===== src/rtl/conv1d_window_feeder_if.sv =====
// rtl/conv1d_window_feeder_if.sv - sample-in / window-out handshake bundle for the conv1d window feeder
// master = stream source and window consumer, slave = the feeder itself.
interface conv1d_window_feeder_if #(
  parameter int BIT_WIDTH = 32
);
  logic                 in_valid;
  logic                 in_ready;
  logic [BIT_WIDTH-1:0] in_data;
  logic                 out_valid;
  logic                 out_ready;
  logic                 out_last;
  logic [BIT_WIDTH-1:0] window_0;
  logic [BIT_WIDTH-1:0] window_1;
  logic [BIT_WIDTH-1:0] window_2;
  logic [BIT_WIDTH-1:0] window_3;
  logic [BIT_WIDTH-1:0] window_4;
  logic [BIT_WIDTH-1:0] window_5;

  modport master (
    output in_valid, in_data, out_ready,
    input  in_ready, out_valid, out_last,
    input  window_0, window_1, window_2, window_3, window_4, window_5
  );

  modport slave (
    input  in_valid, in_data, out_ready,
    output in_ready, out_valid, out_last,
    output window_0, window_1, window_2, window_3, window_4, window_5
  );
endinterface


===== src/rtl/conv1d_window_feeder.sv =====
// rtl/conv1d_window_feeder.sv - fans a serial sample stream out to 6-lane windows with stride and framing
// Build option: define ZERO_PAD_EN for causal zero padding (first window on the first sample of each frame).
module conv1d_window_feeder #(
  parameter int BIT_WIDTH = 32,
  parameter int SEQ_LEN   = 256,
  parameter int STRIDE    = 1
) (
  input  logic                   clk,
  input  logic                   rst_n,
  conv1d_window_feeder_if.slave  bus_io
);

`ifdef ZERO_PAD_EN
  localparam bit ZERO_PAD = 1'b1;
`else
  localparam bit ZERO_PAD = 1'b0;
`endif

  localparam int FILL_LAST = ZERO_PAD ? 0 : 5;
  localparam int NUM_WIN   = ZERO_PAD ? (SEQ_LEN - 1) / STRIDE + 1
                                      : (SEQ_LEN - 6) / STRIDE + 1;
  // Sample index whose acceptance completes the final window of a frame.
  localparam int LAST_S    = FILL_LAST + (NUM_WIN - 1) * STRIDE;
  localparam int SW        = (SEQ_LEN > 1) ? $clog2(SEQ_LEN) : 1;
  localparam int PW        = (STRIDE > 1) ? $clog2(STRIDE) : 1;

  typedef enum logic [0:0] {
    ST_FILL   = 1'b0,
    ST_STREAM = 1'b1
  } state_t;

  state_t               state_q, state_d;
  logic [SW-1:0]        s_q, s_d;
  logic [PW-1:0]        p_q, p_d;
  logic [BIT_WIDTH-1:0] sr_q  [6];
  logic [BIT_WIDTH-1:0] sr_d  [6];
  logic [BIT_WIDTH-1:0] win_q [6];
  logic [BIT_WIDTH-1:0] win_d [6];
  logic                 out_valid_q, out_valid_d;
  logic                 out_last_q, out_last_d;

  logic                 in_ready;
  logic                 accept;
  logic                 emit;
  logic                 frame_end;
  logic [PW-1:0]        p_next;
  logic [BIT_WIDTH-1:0] base    [6];
  logic [BIT_WIDTH-1:0] shifted [6];

  // A window can only be emitted on an accepted sample, so this also
  // guarantees an unconsumed window is never overwritten.
  assign in_ready  = !out_valid_q || bus_io.out_ready;
  assign accept    = bus_io.in_valid && in_ready;
  assign frame_end = (s_q == SW'(SEQ_LEN - 1));

  always_comb begin
    for (int k = 0; k < 6; k++) begin
      base[k] = sr_q[k];
    end
    if (ZERO_PAD && (s_q == '0)) begin
      for (int k = 0; k < 6; k++) begin
        base[k] = '0;
      end
    end
    for (int k = 0; k < 5; k++) begin
      shifted[k] = base[k + 1];
    end
    shifted[5] = bus_io.in_data;
  end

  always_comb begin
    state_d     = state_q;
    s_d         = s_q;
    p_d         = p_q;
    out_valid_d = out_valid_q;
    out_last_d  = out_last_q;
    emit        = 1'b0;
    p_next      = p_q;
    for (int k = 0; k < 6; k++) begin
      sr_d[k]  = sr_q[k];
      win_d[k] = win_q[k];
    end

    if (out_valid_q && bus_io.out_ready) begin
      out_valid_d = 1'b0;
      out_last_d  = 1'b0;
    end

    if (accept) begin
      for (int k = 0; k < 6; k++) begin
        sr_d[k] = shifted[k];
      end
      s_d = frame_end ? '0 : s_q + SW'(1);

      unique case (state_q)
        ST_FILL: begin
          if (s_q == SW'(FILL_LAST)) begin
            emit    = 1'b1;
            p_d     = '0;
            state_d = ST_STREAM;
          end
        end
        ST_STREAM: begin
          p_next = (p_q == PW'(STRIDE - 1)) ? '0 : p_q + PW'(1);
          p_d    = p_next;
          if (p_next == '0) begin
            emit = 1'b1;
          end
        end
        default: state_d = ST_FILL;
      endcase

      // Frame end wins over the FILL->STREAM move (matters when SEQ_LEN == 6).
      if (frame_end) begin
        state_d = ST_FILL;
      end
    end

    if (emit) begin
      for (int k = 0; k < 6; k++) begin
        win_d[k] = shifted[k];
      end
      out_valid_d = 1'b1;
      out_last_d  = (s_q == SW'(LAST_S));
    end
  end

  always_ff @(posedge clk or negedge rst_n) begin
    if (!rst_n) begin
      state_q     <= ST_FILL;
      s_q         <= '0;
      p_q         <= '0;
      out_valid_q <= 1'b0;
      out_last_q  <= 1'b0;
      for (int k = 0; k < 6; k++) begin
        sr_q[k]  <= '0;
        win_q[k] <= '0;
      end
    end else begin
      state_q     <= state_d;
      s_q         <= s_d;
      p_q         <= p_d;
      out_valid_q <= out_valid_d;
      out_last_q  <= out_last_d;
      for (int k = 0; k < 6; k++) begin
        sr_q[k]  <= sr_d[k];
        win_q[k] <= win_d[k];
      end
    end
  end

  assign bus_io.in_ready  = in_ready;
  assign bus_io.out_valid = out_valid_q;
  assign bus_io.out_last  = out_last_q;
  assign bus_io.window_0  = win_q[0];
  assign bus_io.window_1  = win_q[1];
  assign bus_io.window_2  = win_q[2];
  assign bus_io.window_3  = win_q[3];
  assign bus_io.window_4  = win_q[4];
  assign bus_io.window_5  = win_q[5];

endmodule


===== src/flat_wrapper.sv =====
// flat-port wrapper written by rule: the top's interface ports become plain ports
module conv1d_window_feeder_flat 
#(
  parameter int BIT_WIDTH = 32,
  parameter int SEQ_LEN   = 256,
  parameter int STRIDE    = 1
)
  (clk, rst_n, bus_io_in_valid, bus_io_in_data, bus_io_out_ready, bus_io_in_ready, bus_io_out_valid, bus_io_out_last, bus_io_window_0, bus_io_window_1, bus_io_window_2, bus_io_window_3, bus_io_window_4, bus_io_window_5);
  conv1d_window_feeder_if #(.BIT_WIDTH(BIT_WIDTH)) bus_io_i ();
  input  logic clk;
  input  logic rst_n;
  input wire logic [$bits(bus_io_i.in_valid)-1:0] bus_io_in_valid;
  input wire logic [$bits(bus_io_i.in_data)-1:0] bus_io_in_data;
  input wire logic [$bits(bus_io_i.out_ready)-1:0] bus_io_out_ready;
  output wire logic [$bits(bus_io_i.in_ready)-1:0] bus_io_in_ready;
  output wire logic [$bits(bus_io_i.out_valid)-1:0] bus_io_out_valid;
  output wire logic [$bits(bus_io_i.out_last)-1:0] bus_io_out_last;
  output wire logic [$bits(bus_io_i.window_0)-1:0] bus_io_window_0;
  output wire logic [$bits(bus_io_i.window_1)-1:0] bus_io_window_1;
  output wire logic [$bits(bus_io_i.window_2)-1:0] bus_io_window_2;
  output wire logic [$bits(bus_io_i.window_3)-1:0] bus_io_window_3;
  output wire logic [$bits(bus_io_i.window_4)-1:0] bus_io_window_4;
  output wire logic [$bits(bus_io_i.window_5)-1:0] bus_io_window_5;
  assign bus_io_i.in_valid = bus_io_in_valid;
  assign bus_io_i.in_data = bus_io_in_data;
  assign bus_io_i.out_ready = bus_io_out_ready;
  assign bus_io_in_ready = bus_io_i.in_ready;
  assign bus_io_out_valid = bus_io_i.out_valid;
  assign bus_io_out_last = bus_io_i.out_last;
  assign bus_io_window_0 = bus_io_i.window_0;
  assign bus_io_window_1 = bus_io_i.window_1;
  assign bus_io_window_2 = bus_io_i.window_2;
  assign bus_io_window_3 = bus_io_i.window_3;
  assign bus_io_window_4 = bus_io_i.window_4;
  assign bus_io_window_5 = bus_io_i.window_5;
  conv1d_window_feeder #(.BIT_WIDTH(BIT_WIDTH), .SEQ_LEN(SEQ_LEN), .STRIDE(STRIDE)) u_core (.clk(clk), .rst_n(rst_n), .bus_io(bus_io_i));
endmodule

===== config.mk =====
export PLATFORM = sky130hd
export DESIGN_NAME = conv1d_window_feeder_flat
export DESIGN_NICKNAME = d
export VERILOG_FILES = /design/src/rtl/conv1d_window_feeder_if.sv /design/src/rtl/conv1d_window_feeder.sv /design/src/flat_wrapper.sv
export SDC_FILE = /design/constraint.sdc
export NUM_CORES = 1
export LEC_CHECK = 0
export CORE_ASPECT_RATIO = 0.7
export CORE_MARGIN = 1
export CORE_UTILIZATION = 56
export CTS_CLUSTER_SIZE = 24
export DETAILED_ROUTE_END_ITERATION = 8
export GPL_TIMING_DRIVEN = 0
export HOLD_SLACK_MARGIN = 0.1
export PLACE_DENSITY_LB_ADDON = 0.08
export SYNTH_ARGS = -nofsm -noshare
export SYNTH_HDL_FRONTEND = slang
export SYNTH_SLANG_ARGS = --single-unit

===== constraint.sdc =====
create_clock -name clk -period 3 [get_ports clk]
set_input_delay 0.9 -clock clk [delete_from_list [all_inputs] [get_ports clk]]
set_output_delay 0.9 -clock clk [all_outputs]
set_load 0.05 [all_outputs]

; ---- Word level (Yosys, flattened, before mapping)
; Index checks and enable logic that the tools add are counted.
[word_totals]
input_bits = 36
out_inout_bits = 195
regBits = 364
wordCells = 41
[classes]
n_addsub = 2
n_bitwise = 1
eq_ne = 3
n_reduce_logical = 6
n_mux = 13
[ops]
columns = operator, n
row1 = 2-to-1 mux 1 bit, 10
row2 = adder 8 x 1 -> 8 bit (second input constant), 1
row3 = equality test 8 x 3 -> 1 bit (second input constant), 1
row4 = equality test 8 bit (second input constant), 1
row5 = 2-to-1 mux 8 bit, 1
row6 = one-hot mux 1 bit (2 select lines), 2
row7 = logical AND 1 bit, 2
row8 = != test 2 x 1 -> 1 bit (second input constant), 1
row9 = AND reduction 2 bit, 1
row10 = nonzero test 2 bit, 1
row11 = adder 1 bit (second input constant), 1
row12 = logical NOT 1 bit, 1
row13 = logical OR 1 bit, 1
row14 = NOT 1 bit, 1

; ---- Longest topological paths before layout
; Gate-level depths: netlist of the first run.
[depth]
word_depth = 6
mapped_depth = 8
mapped_depth_nobuf = 6

; ---- Least setup slack after synthesis of the first run
; Ideal clock, no wire load.
[synth_timing]
path_kind = in2reg
from = input port bus_io_out_ready
to = register u_core.win_q, in the netlist u_core.bus_io.window_2[15]
t_arrival_ps = 2230
required_ps = 2875
path_buffers = 3
setup_time_ps = 125
slack_ps = 645
path_stages = 8
cell_sequence = nor2b_4 -> inv_2 -> and2_1 -> clkbuf_1 -> and2_4 -> buf_6 -> buf_6 -> mux2_4
[synth_via]
elab_chain_len = 3
[synth_lines]
columns = item, line_no
row1 = "start, declared", flat_wrapper.sv:14  ; input wire logic [$bits(bus_io_i.out_ready)-1:0] bus_io_out_ready;
row2 = logical OR 1 bit, conv1d_window_feeder.sv:52  ; assign in_ready = !out_valid_q || bus_io.out_ready;
row3 = via bus_io_in_ready, flat_wrapper.sv:15  ; output wire logic [$bits(bus_io_i.in_ready)-1:0] bus_io_in_ready;
row4 = logical AND 1 bit, conv1d_window_feeder.sv:53  ; assign accept = bus_io.in_valid && in_ready;
row5 = 2-to-1 mux 1 bit, conv1d_window_feeder.sv:89  ; if (accept) begin
row6 = "end signal, assigned by index", conv1d_window_feeder.sv:147  ; win_q[k] <= win_d[k];
row7 = "end, declared", conv1d_window_feeder.sv:37  ; logic [BIT_WIDTH-1:0] win_q [6];
; The timed path passes the listed nets, and every way through them passes these cells.
; A chain may end at the register's enable or synchronous reset.

; ---- Final worst setup path of the first run
[layout_timing]
from = input port bus_io_out_ready
to = output port bus_io_in_ready
[layout_via]
elab_chain_len = 1
[layout_lines]
columns = item, line_no
row1 = logical OR 1 bit, conv1d_window_feeder.sv:52
row2 = "end, declared", flat_wrapper.sv:15
; No other way between the ends.

==> summary.txt, run 1 <==
initial core utilization -> 57.7%
synth-to-layout area growth -> 27.1%
Post-synth EDFFs -> 0
Die ar. -> 26400 sq um
Max-Cap Viols -> 0
CTS root buf -> clkbuf_16
Pleak -> 9.09 nW
total power -> 17.3 mW
GRT overflow -> 0
Synth Flop Type -> dfrtp_1
Yosys reg bits -> 363
first-pass GRT wire length -> 51.9 mm
initial antenna violation count -> 0
RSZ-0062 raised after global routing -> no
Port Buffer Count -> 230
crit-path cells -> clkdlybuf4s50_1, nor2b_4, inv_2, clkdlybuf4s15_1
Reg clk slew, reported paths -> 0.06 ns
vias -> 8867
crit path buf inv count -> 3
Worst Path Max Fanout -> 4
# rows -> 48
Max Slew Vio Count -> 0
CP startpoint kind -> primary input
Worst Hold Class -> primary input to asynchronous set/reset pin
n_diodes -> 0
worst rel slew slack -> 57.7%
CP max stage delay -> 0.53 ns
total CTS buffers -> 35
layout cell share with drive strength beyond 1 -> 18.3%
drt wl/cell -> 18.4 um
Unique masters post-synth -> 34
Mapped Nets -> 1180
drt initial violations -> 557
vias in the first global route -> 9066
postcts setup bufs -> 0
worst r2r path cells -> 8
Final Wtd Congestion -> 0.808
cell count after synthesis -> 1142
Finished Core Util -> 73.4%
Largest delay share family, worst path -> buffers and inverters
fin cells -> 1759
DRC viols -> 0
peak supply drop -> 0.665 mV
H-Tree Depth -> 2
WL final -> 32.4 mm
total power per unit cell area -> 943 nW/um^2
Worst-Skew Late Latency -> 0.50 ns
worst slew pin tran -> 0.634 ns
post-synthesis cell area -> 14400 sq um
post-synthesis sequential area ratio -> 63.0%
die height -> 136 um
# IOs -> 231
final period utilization -> 99.0%
Stages on worst setup path -> 4
Clock Path Buffers -> 3
Worst Setup EP -> bus_io_in_ready
CP Capture Type -> output port
Max Clock Skew -> 0.0112 ns
largest net degree at the start of global routing -> 127
placed cells -> 1700
Final Hold Violating Endpoints -> 0
critical path arrival -> 2.07 ns
Syn. warnings -> 0
Slowest-stage cell, CP -> clkdlybuf4s50_1
core box area -> 25000 sq um
status -> finished, final reports clean
Die W -> 194 um
# setup viols final -> 0
WS Path Type -> primary input to output port
Detail Route Antenna Nets -> 0
ys async rst share -> 100%
Min Clock Period, post-route -> 2.97 ns
TritonRoute pass-1 iters -> 5
FF-to-FF Start -> u_core.bus_io.out_valid$_DFFE_PN0P_
syn avg cell area -> 12.6 sq um
CP startpoint -> bus_io_out_ready
Max Clk Rate -> 0.337 GHz
CTS tree -> done
GRT Overall Usage -> 25.3%
CP required -> 2.10 ns
nets@finish -> 1450
R2R setup slack -> 0.76 ns
R2R Path End -> u_core.base[156]$_DFFE_PN0P_
DR vias/cell -> 5.04
TritonCTS Sinks -> 363
dpl hpwl -> 22.7 mm
## per-stage QoR
stage	hold WS, ns	setup TNS, ns	setup slack, ns	cell area (sq um)
floorplan	0.446	0	0.645	14400
global placement	0.461	-5307.04	-14.57	17100
detailed placement	0.463	-32.75	-0.271	17200
CTS	0.232	0	0.0291	18300
global route	0.241	0	0.0124	18300
finish	0.242	0	0.0290	18300
## timing repair
item | CTS | global route
endpoints found under the setup margin | 1 | 0
hold buffers | 0 | 0
endpoints found under the hold margin | 0 | 0
resized for setup | 2 | 0
## kinds of logic (layout without fill, tap and decap cells)
| family | Yosys count | count (layout) | synth area share (%) |
|---|---|---|---|
| simple gates | 506 | 506 | 13.6 |
| flops | 363 | 363 | 63.0 |
| mux | 194 | 194 | 19.8 |
| buf+inv | 62 | 354 | 2.71 |
| compound gates | 12 | 12 | 0.547 |
| xor+xnor | 3 | 3 | 0.182 |
| fa+ha+maj | 2 | 2 | 0.173 |
## worst min path at each step
stage               slack (ns)  cells after the start                               endpoint
floorplan                 0.45                      2           u_core.base[128]$_DFFE_PN0P_
global placement          0.46                      2           u_core.base[130]$_DFFE_PN0P_
detailed placement        0.46                      2           u_core.base[136]$_DFFE_PN0P_
CTS                       0.23                      1  u_core.bus_io.window_0[6]$_DFFE_PN0P_
global route              0.24                      1  u_core.bus_io.window_0[4]$_DFFE_PN0P_
finish                    0.24                      1  u_core.bus_io.window_0[4]$_DFFE_PN0P_
## worst reg2reg max path, cell delays in order, from the launching register on
cell and delay (ns):
dfrtp_1 0.39, nor2b_4 0.14, inv_2 0.07, and2_1 0.12, clkbuf_1 0.31, clkbuf_1 0.52
clkbuf_1 0.45, nand2_1 0.10, nand2_1 0.08
## area by class of cell
class                   instances  area [sq um]
clock buffers                  50          1010
inverters                       3          11.3
multi-input cells             717          4950
fillers                      1747          6650
clock inverters                 9          98.8
repair buffers                233          2390
well taps                     325           407
flip-flops and latches        363          9080
plain buffers                  59           379
## state kept, by name, indices dropped and copies added (netlist names)
register / cells
u_core.bus_io.window_4: 32
u_core.bus_io.window_0: 32
u_core.base: 160
u_core.bus_io.out_last: 1
u_core.bus_io.window_5: 32
u_core.bus_io.out_valid: 1
u_core.state_q: 1
u_core.bus_io.window_3: 32
u_core.s_q: 8
u_core.bus_io.window_1: 32
u_core.bus_io.window_2: 32
## cells in the final DEF, fill, tap and decap left out, types with 2 or more instances in the layout
master,instances
nand2_1,486
clkbuf_8,4
nor3_1,2
clkbuf_16,37
nand4_1,3
nand3_1,5
inv_1,2
clkinv_2,6
ha_1,2
buf_16,3
buf_8,2
buf_2,3
and3_1,2
xnor2_1,3
clkbuf_1,39
a21oi_1,2
mux2_1,12
nor2_1,2
clkdlybuf4s50_1,228
buf_1,6
a21o_1,2
mux2_4,180
dfrtp_1,363
bufinv_16,2
o21ai_0,3
buf_6,19
## power by group
group	internal [mW]	switching, mW	leakage (nW)	total [mW]
Clock	2.52	1.76	0.551	4.28
Sequential	5.97	0.814	4.79	6.79
Combinational	2.44	3.78	3.74	6.22
## Yosys cell counts, types with 2 or more instances
cell type | count | area (sq um)
a21o_1 | 2 | 15.0
a21oi_1 | 2 | 10.0
and3_1 | 2 | 12.5
buf_1 | 6 | 22.5
buf_2 | 3 | 15.0
buf_6 | 19 | 214
clkbuf_1 | 30 | 113
dfrtp_1 | 363 | 9080
ha_1 | 2 | 25.0
inv_1 | 2 | 7.51
mux2_1 | 12 | 135
mux2_4 | 180 | 2700
nand2_1 | 486 | 1820
nand3_1 | 5 | 25.0
nand4_1 | 3 | 18.8
nor2_1 | 2 | 7.51
nor3_1 | 2 | 10.0
o21ai_0 | 3 | 15.0
xnor2_1 | 3 | 26.3
## metal layers
layer | wire [um] | share of wire (%) | GRT usage, %
met1 | 16000 | 49 | 38.5
met2 | 14000 | 43 | 37.0
met3 | 1990 | 6.2 | 5.85
met5 | 0 | 0 | 0
met4 | 462 | 1.4 | 5.56
(Power assumes the default switching activity.)
==> run 2: changes to the inputs <==
--- a/config.mk
+++ b/config.mk
@@ -5,14 +5,15 @@
 export SDC_FILE = /design/constraint.sdc
 export NUM_CORES = 1
 export LEC_CHECK = 0
+export ABC_CLOCK_PERIOD_IN_PS = 3000
 export CORE_ASPECT_RATIO = 0.7
 export CORE_MARGIN = 1
-export CORE_UTILIZATION = 56
+export CORE_UTILIZATION = 58
 export CTS_CLUSTER_SIZE = 24
 export DETAILED_ROUTE_END_ITERATION = 8
 export GPL_TIMING_DRIVEN = 0
 export HOLD_SLACK_MARGIN = 0.1
-export PLACE_DENSITY_LB_ADDON = 0.08
+export PLACE_DENSITY = 0.94
 export SYNTH_ARGS = -nofsm -noshare
 export SYNTH_HDL_FRONTEND = slang
 export SYNTH_SLANG_ARGS = --single-unit
==> run 2 against run 1 <==
Register-to-register slack got worse by 0.05 ns. First-iteration DRC count grew 14%. Cell area is 0.31% higher. Routed wire length is 5.0% higher. Die area shrank 3.4%. Via count is 4.4% higher. Non-clock buffer count unchanged. Clock power grew 5%. Sequential power grew 0.7%. Maximum frequency increased by 2.6%. Worst setup slack improved by 0.076 ns. Clock skew fell by 0.0016 ns.
==> summary.txt, run 2 (synthesis results as in run 1) <==
Final Wtd Congestion -> 0.863 (+6.7%)
Reg clk slew, reported paths -> 0.06 ns (about the same)
Max Slew Vio Count -> 0 (unchanged)
Max Clk Rate -> 0.345 GHz (+2.6%)
first-pass GRT wire length -> 54.4 mm (+4.7%)
worst rel slew slack -> 56.4% (-1.4 points)
placed cells -> 1693 (-0.41%)
Finished Core Util -> 76.6% (+3.3 points)
Clk pwr share -> 25.5% (+0.7 points)
Min Clock Period, post-route -> 2.89 ns (-0.0760 ns)
commonest cells after routing, fill and taps aside -> 486 x nand2_1, 363 x dfrtp_1, 228 x clkdlybuf4s50_1
DR vias/cell -> 5.28 (+4.7%)
peak supply drop -> 0.730 mV (+9.8%)
initial antenna violation count -> 0 (unchanged)
Final Hold Violating Endpoints -> 0 (unchanged)
Int Pwr -> 11.1 mW (+1.3%)
critical path arrival -> 1.99 ns (-0.08 ns)
total power -> 17.6 mW (+1.6%)
nets@finish -> 1450 (unchanged)
largest net degree at the start of global routing -> 130 (+2.4%)
Worst Path Max Fanout -> 4 (unchanged)
Clock Path Buffers -> 3 (unchanged)
Sequential Power Share -> 38.9% (-0.4 points)
Hold Slack -> 0.225 ns (-0.0173 ns)
max reg flops -> 160 (unchanged)
CTS tree -> done
WL final -> 34.0 mm (+5.0%)
H-Tree Depth -> 2 (unchanged)
initial core utilization -> 60.1% (+2.4 points)
Gate power share -> 35.6% (-0.4 points)
Worst Hold Class -> primary input to asynchronous set/reset pin
# setup viols final -> 0 (unchanged)
Port Buffer Count -> 230 (unchanged)
dpl ws -> -0.299 ns (-0.0289 ns)
Area after DPL -> 17200 sq um (about the same)
CP required -> 2.10 ns (about the same)
TritonRoute pass-1 iters -> 5 (unchanged)
drt wl/cell -> 19.4 um (+5.3%)
RSZ-0062 raised after global routing -> no
GRT overflow -> 0 (unchanged)
n_diodes -> 0 (unchanged)
GRT Overall Usage -> 27.7% (+2.4 points)
sw power -> 6.50 mW (+2.2%)
filler cell count -> 1422 (-19%)
Max-Cap Viols -> 0 (unchanged)
Die ar. -> 25500 sq um (-3.4%)
synth-to-layout area growth -> 27.5%
WS Path Type -> primary input to output port
DRC viols -> 0 (unchanged)
worst slew pin tran -> 0.655 ns (+0.0207 ns)
total power per unit cell area -> 956 nW/um^2 (+1.3%)
vias -> 9256 (+4.4%)
Max Clock Skew -> 0.00965 ns (-0.00156 ns)
fin worst setup slack -> 0.105 ns (+0.0760 ns)
CP Capture Type -> output port
Die W -> 190 um (-1.7%)
vias in the first global route -> 9644 (+6.4%)
Finished Cell Area -> 18400 sq um (+0.31%)
commonest non-fill, non-tap cell in the layout -> nand2_1
status -> finished, final reports clean
Detail Route Antenna Nets -> 0 (unchanged)
CP startpoint kind -> primary input
total CTS buffers -> 35 (unchanged)
Pleak -> 9.11 nW (+0.24%)
drt initial violations -> 636 (+14%)
layout cell share with drive strength beyond 1 -> 18.7% (+0.46 points)
dpl hpwl -> 24.4 mm (+7.2%)
Worst-Skew Late Latency -> 0.50 ns (about the same)
Reg area -> 9080 sq um (unchanged)
Multi-input gate area -> 4950 sq um (unchanged)
CTS root buf -> clkbuf_16
# rows -> 47 (-2.1%)
final period utilization -> 96.5% (-2.5 points)
die height -> 134 um (-1.7%)
fin cells -> 1754 (-0.28%)
core box area -> 24000 sq um (-4.0%)
Switching Fraction -> 37.0% (+0.21 points)
# IOs -> 231 (unchanged)
final setup TNS -> 0 ns (unchanged)
TritonCTS Sinks -> 363 (unchanged)
==> run 2: cell type report <==
type                    instances  share of cell area, %
plain buffers                  59                   2.07
clock buffers                  49                   5.61
clock inverters                12                  0.789
inverters                       3                 0.0612
multi-input cells             717                   26.9
flip-flops and latches        363                   49.4
well taps                     318                   2.16
repair buffers                233                   13.0
==> run 2: worst max-delay path, cell delays in order <==
cell	delay (ns)
clkdlybuf4s50_1	0.56
nor2b_4	0.07
inv_2	0.08
clkdlybuf4s15_2	0.38
==> run 2: worst paths after layout <==
path	from	to	slack, ns	depth (start not counted)
worst max-delay path	bus_io_out_ready	bus_io_in_ready	0.11	4
worst min-delay path	rst_n	u_core.bus_io.window_1[15]$_DFFE_PN0P_	0.22	1
worst max register to register	u_core.bus_io.out_valid$_DFFE_PN0P_	u_core.base[62]$_DFFE_PN0P_	0.71	7
worst min register to register	u_core.base[159]$_DFFE_PN0P_	u_core.base[159]$_DFFE_PN0P_	0.48	2
max in group asynchronous	rst_n	u_core.base[13]$_DFFE_PN0P_	0.96	4
min in group clk	u_core.base[159]$_DFFE_PN0P_	u_core.base[159]$_DFFE_PN0P_	0.48	2
==> run 2: power by group through the flow <==
stage	clock (mW)	combinational, mW	sequential [mW]
5_1_grt	4.73	6.51	6.94
6_report	4.48	6.26	6.84
2_1_floorplan	0	1.51	9.32
3_5_place_dp	0	6.27	6.87
4_1_cts	4.53	6.30	6.82
3_3_place_gp	0	6.11	6.83
==> run 2: routing by layer <==
| metal | vias to the layer above | share of wire, % | track usage (%) |
|---|---|---|---|
| met3 | 67 | 5.8 | 5.52 |
| met5 | - | 0 | 0 |
| li1 | 4227 | - | - |
| met4 | 0 | 2.5 | 8.22 |
| met2 | 321 | 46 | 41.8 |
| met1 | 4641 | 46 | 41.0 |
==> run 2: what timing repair did <==
item | in CTS | in global routing
setup endpoints to repair | 1 | 1
buffers inserted | 0 | 0
hold buffers | 0 | 0
gates resized for setup | 3 | 2
==> run 3: changes to the inputs <==
--- a/config.mk
+++ b/config.mk
@@ -6,7 +6,6 @@
 export NUM_CORES = 1
 export LEC_CHECK = 0
 export ABC_CLOCK_PERIOD_IN_PS = 3000
-export CORE_ASPECT_RATIO = 0.7
 export CORE_MARGIN = 1
 export CORE_UTILIZATION = 58
 export CTS_CLUSTER_SIZE = 24
==> run 3 against run 2 <==
Worst hold slack better by 0.013 ns. Critical path depth unchanged. Maximum frequency up 4.2%. Via count up 1.8%. Critical endpoint unchanged.
==> summary.txt, run 3 (synthesis results as in run 1) <==
Worst Hold Class -> primary input to asynchronous set/reset pin
filler cell count -> 1418 (-0.28%)
total CTS buffers -> 37 (+5.7%)
DRC viols -> 0 (unchanged)
H-Tree Depth -> 2 (unchanged)
crit path buf inv count -> 3 (unchanged)
Port Buffer Count -> 230 (unchanged)
total power per unit cell area -> 965 nW/um^2 (+0.95%)
Finished Core Util -> 75.9% (-0.73 points)
Hold Slack -> 0.238 ns (+0.0128 ns)
first-pass GRT wire length -> 56.6 mm (+4.1%)
Detail Route Antenna Nets -> 0 (unchanged)
initial core utilization -> 59.3% (-0.81 points)
Switching Fraction -> 37.0% (+0.071 points)
Clk pwr share -> 26.2% (+0.7 points)
hold buffer count at CTS -> 0 (unchanged)
Sequential Power Share -> 38.4% (-0.5 points)
postcts setup bufs -> 0 (unchanged)
Die ar. -> 25500 sq um (about the same)
placed cells -> 1699 (+0.35%)
GRT overflow -> 0 (unchanged)
# IOs -> 231 (unchanged)
Min Clock Period, post-route -> 2.78 ns (-0.117 ns)
Largest delay share family, worst path -> buffers and inverters
Die W -> 160 um (-16%)
fin worst setup slack -> 0.222 ns (+0.117 ns)
commonest cells after routing, fill and taps aside -> 486 x nand2_1, 363 x dfrtp_1, 228 x clkdlybuf4s50_1
max reg flops -> 160 (unchanged)
TritonRoute pass-1 iters -> 5 (unchanged)
Clock Path Buffers -> 3 (unchanged)
CP max stage delay -> 0.54 ns (-0.02 ns)
commonest non-fill, non-tap cell in the layout -> nand2_1
Worst Path Max Fanout -> 4 (unchanged)
WS Path Type -> primary input to output port
Worst-Skew Late Latency -> 0.52 ns (+0.02 ns)
Max Clk Rate -> 0.360 GHz (+4.2%)
worst rel slew slack -> 51.2% (-5.2 points)
Final Hold Violating Endpoints -> 0 (unchanged)
DR vias/cell -> 5.34 (+1.1%)
synth-to-layout area growth -> 28.0%
vias in the first global route -> 10188 (+5.6%)
vias -> 9423 (+1.8%)
largest net degree at the start of global routing -> 123 (-5.4%)
critical path arrival -> 1.88 ns (-0.11 ns)
core box area -> 24300 sq um (+1.4%)
Slowest-stage cell, CP -> clkdlybuf4s50_1
TritonCTS Sinks -> 363 (unchanged)
fin cells -> 1766 (+0.68%)
Pleak -> 9.16 nW (+0.59%)
GRT Overall Usage -> 28.8% (+1.1 points)
n_diodes -> 0 (unchanged)
Gate power share -> 35.4% (-0.2 points)
Final Wtd Congestion -> 0.829 (-3.8%)
die height -> 160 um (+19%)
drt initial violations -> 663 (+4.2%)
CTS tree -> done
Max Slew Vio Count -> 0 (unchanged)
WL final -> 35.8 mm (+5.4%)
sw power -> 6.60 mW (+1.6%)
peak supply drop -> 0.646 mV (-11%)
Stages on worst setup path -> 4 (unchanged)
CP required -> 2.10 ns (about the same)
initial antenna violation count -> 0 (unchanged)
# rows -> 57 (+21%)
CP Capture Type -> output port
CP startpoint kind -> primary input
CTS root buf -> clkbuf_16
Int Pwr -> 11.2 mW (+1.2%)
final period utilization -> 92.6% (-3.9 points)
worst r2r path cells -> 7 (unchanged)
layout cell share with drive strength beyond 1 -> 19.0% (+0.27 points)
drt wl/cell -> 20.3 um (+4.7%)
Max-Cap Viols -> 0 (unchanged)
Max Clock Skew -> 0.0200 ns (+0.0104 ns)
dpl hpwl -> 24.8 mm (+1.9%)
Reg clk slew, reported paths -> 0.06 ns (about the same)
# setup viols final -> 0 (unchanged)
nets@finish -> 1452 (+0.14%)
dpl ws -> -0.298 ns (+0.00162 ns)
worst slew pin tran -> 0.733 ns (+0.0782 ns)
RSZ-0062 raised after global routing -> no
crit-path cells -> clkdlybuf4s50_1, nor2b_4, inv_2, clkbuf_2
status -> finished, final reports clean
[run 3: power groups by stage]
stage | combinational (mW) | sequential (mW) | clock [mW]
after floorplan | 1.51 | 9.32 | 0
after detailed placement | 6.30 | 6.85 | 0
final | 6.31 | 6.83 | 4.66
after global placement | 6.14 | 6.78 | 0
after CTS | 6.35 | 6.82 | 4.72
after global routing | 6.54 | 6.93 | 4.91
[run 3: what timing repair did]
item / 4_1_cts / 5_1_grt
gates resized for setup: 2 / 1
setup endpoints to repair: 1 / 1
cloned: 0 / 0
[run 3: final timing paths]
kind / from / end / slack, ns
max in group asynchronous: rst_n / u_core.base[76]$_DFFE_PN0P_ / 1.42
worst max register to register: u_core.bus_io.out_valid$_DFFE_PN0P_ / u_core.base[59]$_DFFE_PN0P_ / 0.70
min in group clk: u_core.base[154]$_DFFE_PN0P_ / u_core.base[154]$_DFFE_PN0P_ / 0.48
worst min-delay path: rst_n / u_core.bus_io.window_5[31]$_DFFE_PN0P_ / 0.24
worst min register to register: u_core.base[154]$_DFFE_PN0P_ / u_core.base[154]$_DFFE_PN0P_ / 0.48
worst max-delay path: bus_io_out_ready / bus_io_in_ready / 0.22
[run 3: per-layer routing]
metal	global-route usage, %	vias up	wire, um
met4	14.9	0	1890
met3	4.65	121	1610
met2	50.3	331	18200
met5	0	-	0
li1	-	4231	-
met1	34.7	4740	14100
[run 3: layout make-up]
class | instances | area [sq um] | share of cell area (%)
clock buffer | 55 | 1140 | 6.15
multi-input combinational | 717 | 4950 | 26.8
buffer | 59 | 379 | 2.05
sequential | 363 | 9080 | 49.2
timing repair buffer | 233 | 2380 | 12.9
clock inverter | 12 | 114 | 0.617
inverter | 3 | 11.3 | 0.0610
tap | 324 | 405 | 2.20
[run 3: through the flow]
step	cell area, sq um	power (mW)	setup TNS (ns)
6_report	18500	17.8	0
2_1_floorplan	14400	10.8	0
5_1_grt	18500	18.4	0
4_1_cts	18500	17.9	0
3_3_place_gp	17100	12.9	-5016.65
3_5_place_dp	17200	13.2	-15.53
